File: src/rtl/cpu_ctrl_pkg.sv
// Shared definitions for the R-type control sequencer: opcodes, ALU strobe
// bit positions, FSM state encoding and opcode classification helpers.
package cpu_ctrl_pkg;

  localparam int OPC_BITS = 5;

  localparam logic [OPC_BITS-1:0] OPC_ADD  = 5'd3;
  localparam logic [OPC_BITS-1:0] OPC_SUB  = 5'd4;
  localparam logic [OPC_BITS-1:0] OPC_AND  = 5'd5;
  localparam logic [OPC_BITS-1:0] OPC_OR   = 5'd6;
  localparam logic [OPC_BITS-1:0] OPC_SHR  = 5'd7;
  localparam logic [OPC_BITS-1:0] OPC_SHRA = 5'd8;
  localparam logic [OPC_BITS-1:0] OPC_SHL  = 5'd9;
  localparam logic [OPC_BITS-1:0] OPC_ROR  = 5'd10;
  localparam logic [OPC_BITS-1:0] OPC_ROL  = 5'd11;
  localparam logic [OPC_BITS-1:0] OPC_MUL  = 5'd15;
  localparam logic [OPC_BITS-1:0] OPC_DIV  = 5'd16;
  localparam logic [OPC_BITS-1:0] OPC_NEG  = 5'd17;
  localparam logic [OPC_BITS-1:0] OPC_NOT  = 5'd18;

  localparam logic [3:0] ALU_AND  = 4'd0;
  localparam logic [3:0] ALU_OR   = 4'd1;
  localparam logic [3:0] ALU_ADD  = 4'd2;
  localparam logic [3:0] ALU_SUB  = 4'd3;
  localparam logic [3:0] ALU_MUL  = 4'd4;
  localparam logic [3:0] ALU_DIV  = 4'd5;
  localparam logic [3:0] ALU_SHR  = 4'd6;
  localparam logic [3:0] ALU_SHRA = 4'd7;
  localparam logic [3:0] ALU_SHL  = 4'd8;
  localparam logic [3:0] ALU_ROR  = 4'd9;
  localparam logic [3:0] ALU_ROL  = 4'd10;
  localparam logic [3:0] ALU_NEG  = 4'd11;
  localparam logic [3:0] ALU_NOT  = 4'd12;

  typedef enum logic [3:0] {
    ST_IDLE   = 4'd0,
    ST_FETCH0 = 4'd1,
    ST_FETCH1 = 4'd2,
    ST_FETCH2 = 4'd3,
    ST_DECODE = 4'd4,
    ST_OPA    = 4'd5,
    ST_OPB    = 4'd6,
    ST_WRLO   = 4'd7,
    ST_WRHI   = 4'd8
  } state_t;

  function automatic logic is_unary(input logic [OPC_BITS-1:0] opc);
    return (opc == OPC_NEG) || (opc == OPC_NOT);
  endfunction

  function automatic logic is_muldiv(input logic [OPC_BITS-1:0] opc);
    return (opc == OPC_MUL) || (opc == OPC_DIV);
  endfunction

  function automatic logic is_legal(input logic [OPC_BITS-1:0] opc);
    case (opc)
      OPC_ADD, OPC_SUB, OPC_AND, OPC_OR, OPC_SHR, OPC_SHRA, OPC_SHL,
      OPC_ROR, OPC_ROL, OPC_MUL, OPC_DIV, OPC_NEG, OPC_NOT: return 1'b1;
      default: return 1'b0;
    endcase
  endfunction

  // Maps an opcode to its one-hot position on the ALU select bus.
  function automatic logic [3:0] alu_index(input logic [OPC_BITS-1:0] opc);
    case (opc)
      OPC_AND:  return ALU_AND;
      OPC_OR:   return ALU_OR;
      OPC_ADD:  return ALU_ADD;
      OPC_SUB:  return ALU_SUB;
      OPC_MUL:  return ALU_MUL;
      OPC_DIV:  return ALU_DIV;
      OPC_SHR:  return ALU_SHR;
      OPC_SHRA: return ALU_SHRA;
      OPC_SHL:  return ALU_SHL;
      OPC_ROR:  return ALU_ROR;
      OPC_ROL:  return ALU_ROL;
      OPC_NEG:  return ALU_NEG;
      OPC_NOT:  return ALU_NOT;
      default:  return ALU_AND;
    endcase
  endfunction

endpackage

File: src/rtl/ir_field_decode.sv
// Splits the instruction register into opcode and register fields and
// classifies the opcode. Purely combinational.
module ir_field_decode
  import cpu_ctrl_pkg::*;
#(
  parameter int IR_W      = 32,
  parameter int OPC_W     = 5,
  parameter int REG_IDX_W = 4
) (
  input  logic [IR_W-1:0]      ir,
  output logic [OPC_W-1:0]     opcode,
  output logic [REG_IDX_W-1:0] ra,
  output logic [REG_IDX_W-1:0] rb,
  output logic [REG_IDX_W-1:0] rc,
  output logic                 legal,
  output logic                 unary,
  output logic                 muldiv
);

  localparam int LOW_W = IR_W - OPC_W - 3 * REG_IDX_W;

  logic unused_low_bits;

  assign opcode = ir[IR_W-1 -: OPC_W];
  assign ra     = ir[IR_W-OPC_W-1 -: REG_IDX_W];
  assign rb     = ir[IR_W-OPC_W-REG_IDX_W-1 -: REG_IDX_W];
  assign rc     = ir[IR_W-OPC_W-2*REG_IDX_W-1 -: REG_IDX_W];

  assign legal  = is_legal(opcode);
  assign unary  = is_unary(opcode);
  assign muldiv = is_muldiv(opcode);

  assign unused_low_bits = ^ir[LOW_W-1:0];

endmodule

File: src/rtl/rtype_ctrl_seq.sv
// Hardwired control sequencer for register-register ALU instructions:
// fetch, decode, operand reads, ALU strobe and LO/HI or register writeback.
module rtype_ctrl_seq
  import cpu_ctrl_pkg::*;
#(
  parameter int NUM_REGS  = 16,
  parameter int REG_IDX_W = 4,
  parameter int OPC_W     = 5,
  parameter int IR_W      = 32,
  parameter int NUM_OPS   = 13
) (
  input  logic                clk,
  input  logic                reset,
  input  logic                start,
  input  logic                mem_ready,
  input  logic [IR_W-1:0]     ir,
  output logic                pc_out,
  output logic                mar_in,
  output logic                inc_pc,
  output logic                pc_in,
  output logic                md_read,
  output logic                mdr_in,
  output logic                mdr_out,
  output logic                ir_in,
  output logic                y_in,
  output logic                z_in,
  output logic                zlow_out,
  output logic                zhigh_out,
  output logic                hi_in,
  output logic                lo_in,
  output logic [NUM_REGS-1:0] reg_out,
  output logic [NUM_REGS-1:0] reg_in,
  output logic [NUM_OPS-1:0]  alu_op,
  output logic                busy,
  output logic                done,
  output logic                illegal
);

  localparam logic [NUM_REGS-1:0] REG_ONE = {{(NUM_REGS-1){1'b0}}, 1'b1};
  localparam logic [NUM_OPS-1:0]  OP_ONE  = {{(NUM_OPS-1){1'b0}}, 1'b1};

  state_t state, next_state;

  logic [OPC_W-1:0]     dec_opcode, opcode_q;
  logic [REG_IDX_W-1:0] dec_ra, dec_rb, dec_rc;
  logic [REG_IDX_W-1:0] ra_q, rb_q, rc_q;
  logic                 dec_legal, dec_unary, unused_dec_muldiv;
  logic                 op_unary, op_muldiv;

  ir_field_decode #(
    .IR_W      (IR_W),
    .OPC_W     (OPC_W),
    .REG_IDX_W (REG_IDX_W)
  ) u_ir_field_decode (
    .ir     (ir),
    .opcode (dec_opcode),
    .ra     (dec_ra),
    .rb     (dec_rb),
    .rc     (dec_rc),
    .legal  (dec_legal),
    .unary  (dec_unary),
    .muldiv (unused_dec_muldiv)
  );

  assign op_unary  = is_unary(opcode_q);
  assign op_muldiv = is_muldiv(opcode_q);

  // State register; reset drops straight back to IDLE from anywhere.
  always_ff @(posedge clk or negedge reset) begin
    if (!reset) state <= ST_IDLE;
    else        state <= next_state;
  end

  // Capture the instruction fields once in DECODE so later states do not
  // depend on the IR staying stable.
  always_ff @(posedge clk or negedge reset) begin
    if (!reset) begin
      opcode_q <= '0;
      ra_q     <= '0;
      rb_q     <= '0;
      rc_q     <= '0;
    end else if (state == ST_DECODE) begin
      opcode_q <= dec_opcode;
      ra_q     <= dec_ra;
      rb_q     <= dec_rb;
      rc_q     <= dec_rc;
    end
  end

  // Next-state sequencing, including the memory wait and the unary/muldiv
  // branches.
  always_comb begin
    next_state = state;
    case (state)
      ST_IDLE:   if (start) next_state = ST_FETCH0;
      ST_FETCH0: next_state = ST_FETCH1;
      ST_FETCH1: if (mem_ready) next_state = ST_FETCH2;
      ST_FETCH2: next_state = ST_DECODE;
      ST_DECODE: begin
        if (!dec_legal)     next_state = ST_IDLE;
        else if (dec_unary) next_state = ST_OPB;
        else                next_state = ST_OPA;
      end
      ST_OPA:    next_state = ST_OPB;
      ST_OPB:    next_state = ST_WRLO;
      ST_WRLO:   next_state = op_muldiv ? ST_WRHI : ST_IDLE;
      ST_WRHI:   next_state = ST_IDLE;
      default:   next_state = ST_IDLE;
    endcase
  end

  // Moore strobe decode from the current state and latched fields.
  always_comb begin
    pc_out    = 1'b0;
    mar_in    = 1'b0;
    inc_pc    = 1'b0;
    pc_in     = 1'b0;
    md_read   = 1'b0;
    mdr_in    = 1'b0;
    mdr_out   = 1'b0;
    ir_in     = 1'b0;
    y_in      = 1'b0;
    z_in      = 1'b0;
    zlow_out  = 1'b0;
    zhigh_out = 1'b0;
    hi_in     = 1'b0;
    lo_in     = 1'b0;
    reg_out   = '0;
    reg_in    = '0;
    alu_op    = '0;
    busy      = (state != ST_IDLE);
    done      = 1'b0;
    illegal   = 1'b0;
    case (state)
      ST_FETCH0: begin
        pc_out = 1'b1;
        mar_in = 1'b1;
        inc_pc = 1'b1;
      end
      ST_FETCH1: begin
        md_read = 1'b1;
        mdr_in  = 1'b1;
      end
      ST_FETCH2: begin
        mdr_out = 1'b1;
        ir_in   = 1'b1;
      end
      ST_DECODE: illegal = !dec_legal;
      ST_OPA: begin
        reg_out = REG_ONE << rb_q;
        y_in    = 1'b1;
      end
      ST_OPB: begin
        alu_op  = OP_ONE << alu_index(opcode_q);
        z_in    = 1'b1;
        reg_out = REG_ONE << (op_unary ? rb_q : rc_q);
      end
      ST_WRLO: begin
        zlow_out = 1'b1;
        if (op_muldiv) lo_in = 1'b1;
        else           reg_in = REG_ONE << ra_q;
        done = !op_muldiv;
      end
      ST_WRHI: begin
        zhigh_out = 1'b1;
        hi_in     = 1'b1;
        done      = 1'b1;
      end
      default: ;
    endcase
  end

endmodule

File: config.mk
export PLATFORM = sky130hd
export DESIGN_NAME = rtype_ctrl_seq
export DESIGN_NICKNAME = d
export VERILOG_FILES = /design/src/rtl/cpu_ctrl_pkg.sv /design/src/rtl/ir_field_decode.sv /design/src/rtl/rtype_ctrl_seq.sv
export SDC_FILE = /design/constraint.sdc
export NUM_CORES = 1
export LEC_CHECK = 0
export BUFFER_PORTS_ARGS = -buffer_cell sky130_fd_sc_hd__buf_2
export CORE_MARGIN = 1
export CORE_UTILIZATION = 50
export CTS_CLUSTER_SIZE = 40
export DETAILED_ROUTE_END_ITERATION = 7
export PLACE_DENSITY = 0.86
export SYNTH_ARGS = -nofsm -noshare
export SYNTH_HDL_FRONTEND = slang
export SYNTH_HIERARCHICAL = 1
export SYNTH_SLANG_ARGS = --single-unit
File: constraint.sdc
create_clock -name clk -period 5.3 [get_ports clk]
set_input_delay 0.53 -clock clk [delete_from_list [all_inputs] [get_ports clk]]
set_output_delay 0.53 -clock clk [all_outputs]
set_load 0.01 [all_outputs]
==> impl_metrics.csv <==
group,metric,value,unit
drt,wirelength,4350,um
worst_setup_path,path_class,"flop to output pin",
sta,maxSlewViolCount,0,
final_layout,nets,326,
drt,detail_route.wl_per_cell,13.1,um
worst_setup_path,critPathLaunchType,"flop",
drt,drt_iter0_markers,115,
job,cap_violations,0,
global_routing,grtUsageTotal,21.1,%
worst_setup_path,r2r_end,"opcode_q[2]$_DFFE_PN0P_",
placed_design,dp_slack,2.57,ns
global_routing,grt_start_max_net_pins,33,
sta,max_slew_margin,41.8,%
cts,post-cts-setup-buffers,0,
synthesis,syn_area,0.00199,mm2
outcome,outcome,"finished clean",
floorplan,die_y,65.1,um
sta,hold_violations,0,
placed_design,hpwl,3280,um
synthesis,avgSynthCellArea,8.44,um2
floorplan,fp.dieArea,0.00424,mm2
floorplan,io_pins,98,
cts,clock-sinks,21,
worst_setup_path,cp.required,4.77,ns
cts,post_cts_resized,0,
sta,finalWorstSetupSlack,2.23,ns
cts,clockBufferDepth,2,
worst_setup_path,arrival,2.54,ns
sta,timing.setup.tns,0,ns
cts,cts-root-buf,"clkbuf_8",
floorplan,fp-row-count,22,
drt,routed_via_density,5.76,
worst_setup_path,cpPeakStageDelay,0.58,ns
power,p_leak,1.03,nW
placed_design,portBuffers,81,
worst_setup_path,setup.worst_path.end_class,"output pin",
sta,hold_ws,0.214,ns
synthesis,syn_inst,236,
drt,route.detailed.drc,0,
power,fin_total_pwr,0.00116,W
cts,htree_levels,1,
cts,cts_tree,"yes",
power,powerDensity,512,mW/mm2
worst_setup_path,crit_slowest_cell,"dfrtp_1",
cts,clk_pin_slew,0.08,ns
drt,num_vias,1919,
synthesis,syn_nets,276,
worst_setup_path,ff2ff_path_depth,4,
sta,rsz0062_at_grt,"no",
synthesis,ys_warn_count,6,
floorplan,floorplan.initialDensity,53.2,%
worst_setup_path,r2r_start,"state[2]$_DFFE_PN0P_",
cts,hold_buffers,0,
worst_setup_path,reg2reg_slack,3.45,ns
worst_setup_path,cp_max_fo,32,
sta,setup_viol,0,
global_routing,grt_pass1_wl,7090,um
final_layout,final_cell_mix,"buf_2, nor3_1, dfrtp_1",
sta,worst_slew_pin_slew,0.860,ns
worst_hold_path,hold_path_class,"primary input to async pin",
sta,period_share,57.9,%
final_layout,final_common_cell,"buf_2",
drt,dr.pass1.iters,5,
cts,insertion_delay,0.26,ns
worst_setup_path,crit_chain,"nand2b_4, or3b_1, clkinv_4, o21ai_4, o41ai_1, buf_2",
floorplan,fp.dieW,65.1,um
global_routing,antenna_found_initial,0,
final_layout,area_delta_synth_final,13.4,%
placed_design,place_congestion,0.850,
global_routing,grt_remaining_overflow,0,
sta,final.min_clock_period,3.07,ns
sta,finalClockSkew,0.00562,ns
final_layout,diodes,0,
cts,cts_inserted_buffers,3,
power,ir_drop,0.234,mV
global_routing,grt_pass1_vias,1509,
drt,ant_nets,0,
final_layout,drive_gt1_share,37.2,%
floorplan,core_area,0.00374,mm2
sta,fmaxAchievable,0.326,GHz
flip-flops by register name, indices dropped and copies added (netlist names):
register	cells
rb_q	4
rc_q	4
state	4
opcode_q	5
ra_q	4
metrics by stage:
stage / util, % / instances / instance area (um2)
2_1_floorplan: - / 236 / 1990
5_1_grt: 60.3 / 333 / 2260
6_report: 60.3 / 333 / 2260
4_1_cts: 60.3 / 333 / 2260
3_3_place_gp: 59.1 / 329 / 2210
3_5_place_dp: 59.1 / 329 / 2210
metal layers:
layer | global-route usage, % | part of all wire [%]
met1 | 30.9 | 47
met2 | 33.2 | 45
met3 | 1.91 | 6.8
met4 | 5.71 | 1.1
met5 | 0 | 0
worst max path at each step:
stage | from | end
floorplan | state[3]$_DFFE_PN0P_ | reg_out[12]
global placement | state[2]$_DFFE_PN0P_ | reg_out[4]
detailed placement | state[2]$_DFFE_PN0P_ | reg_out[0]
CTS | state[2]$_DFFE_PN0P_ | reg_out[0]
global route | opcode_q[0]$_DFFE_PN0P_ | reg_in[12]
finish | state[2]$_DFFE_PN0P_ | reg_out[0]
final cells by class:
cell class,instances,area (um2)
Clock buffer,4,45.0
Fill cell,333,1490
Inverter,4,20.0
Multi-Input combinational cell,174,1190
Sequential cell,21,526
Tap cell,48,60.1
Timing Repair Buffer,82,413
worst max-delay path, delay by kind of cell, from the launching register on:
family                 cells  cell delay, ns
buffers and inverters      2            0.32
AOI/OAI and AO/OA          2            0.64
DFF                        1            0.58
and+or+nand+nor            2            0.74
power by group:
part	total, W	internal (W)	switching (W)
Combinational	0.000653	0.000267	0.000386
Clock	0.000103	0.0000534	0.0000498
Sequential	0.000400	0.000238	0.000162
(Power assumes the default switching activity.)
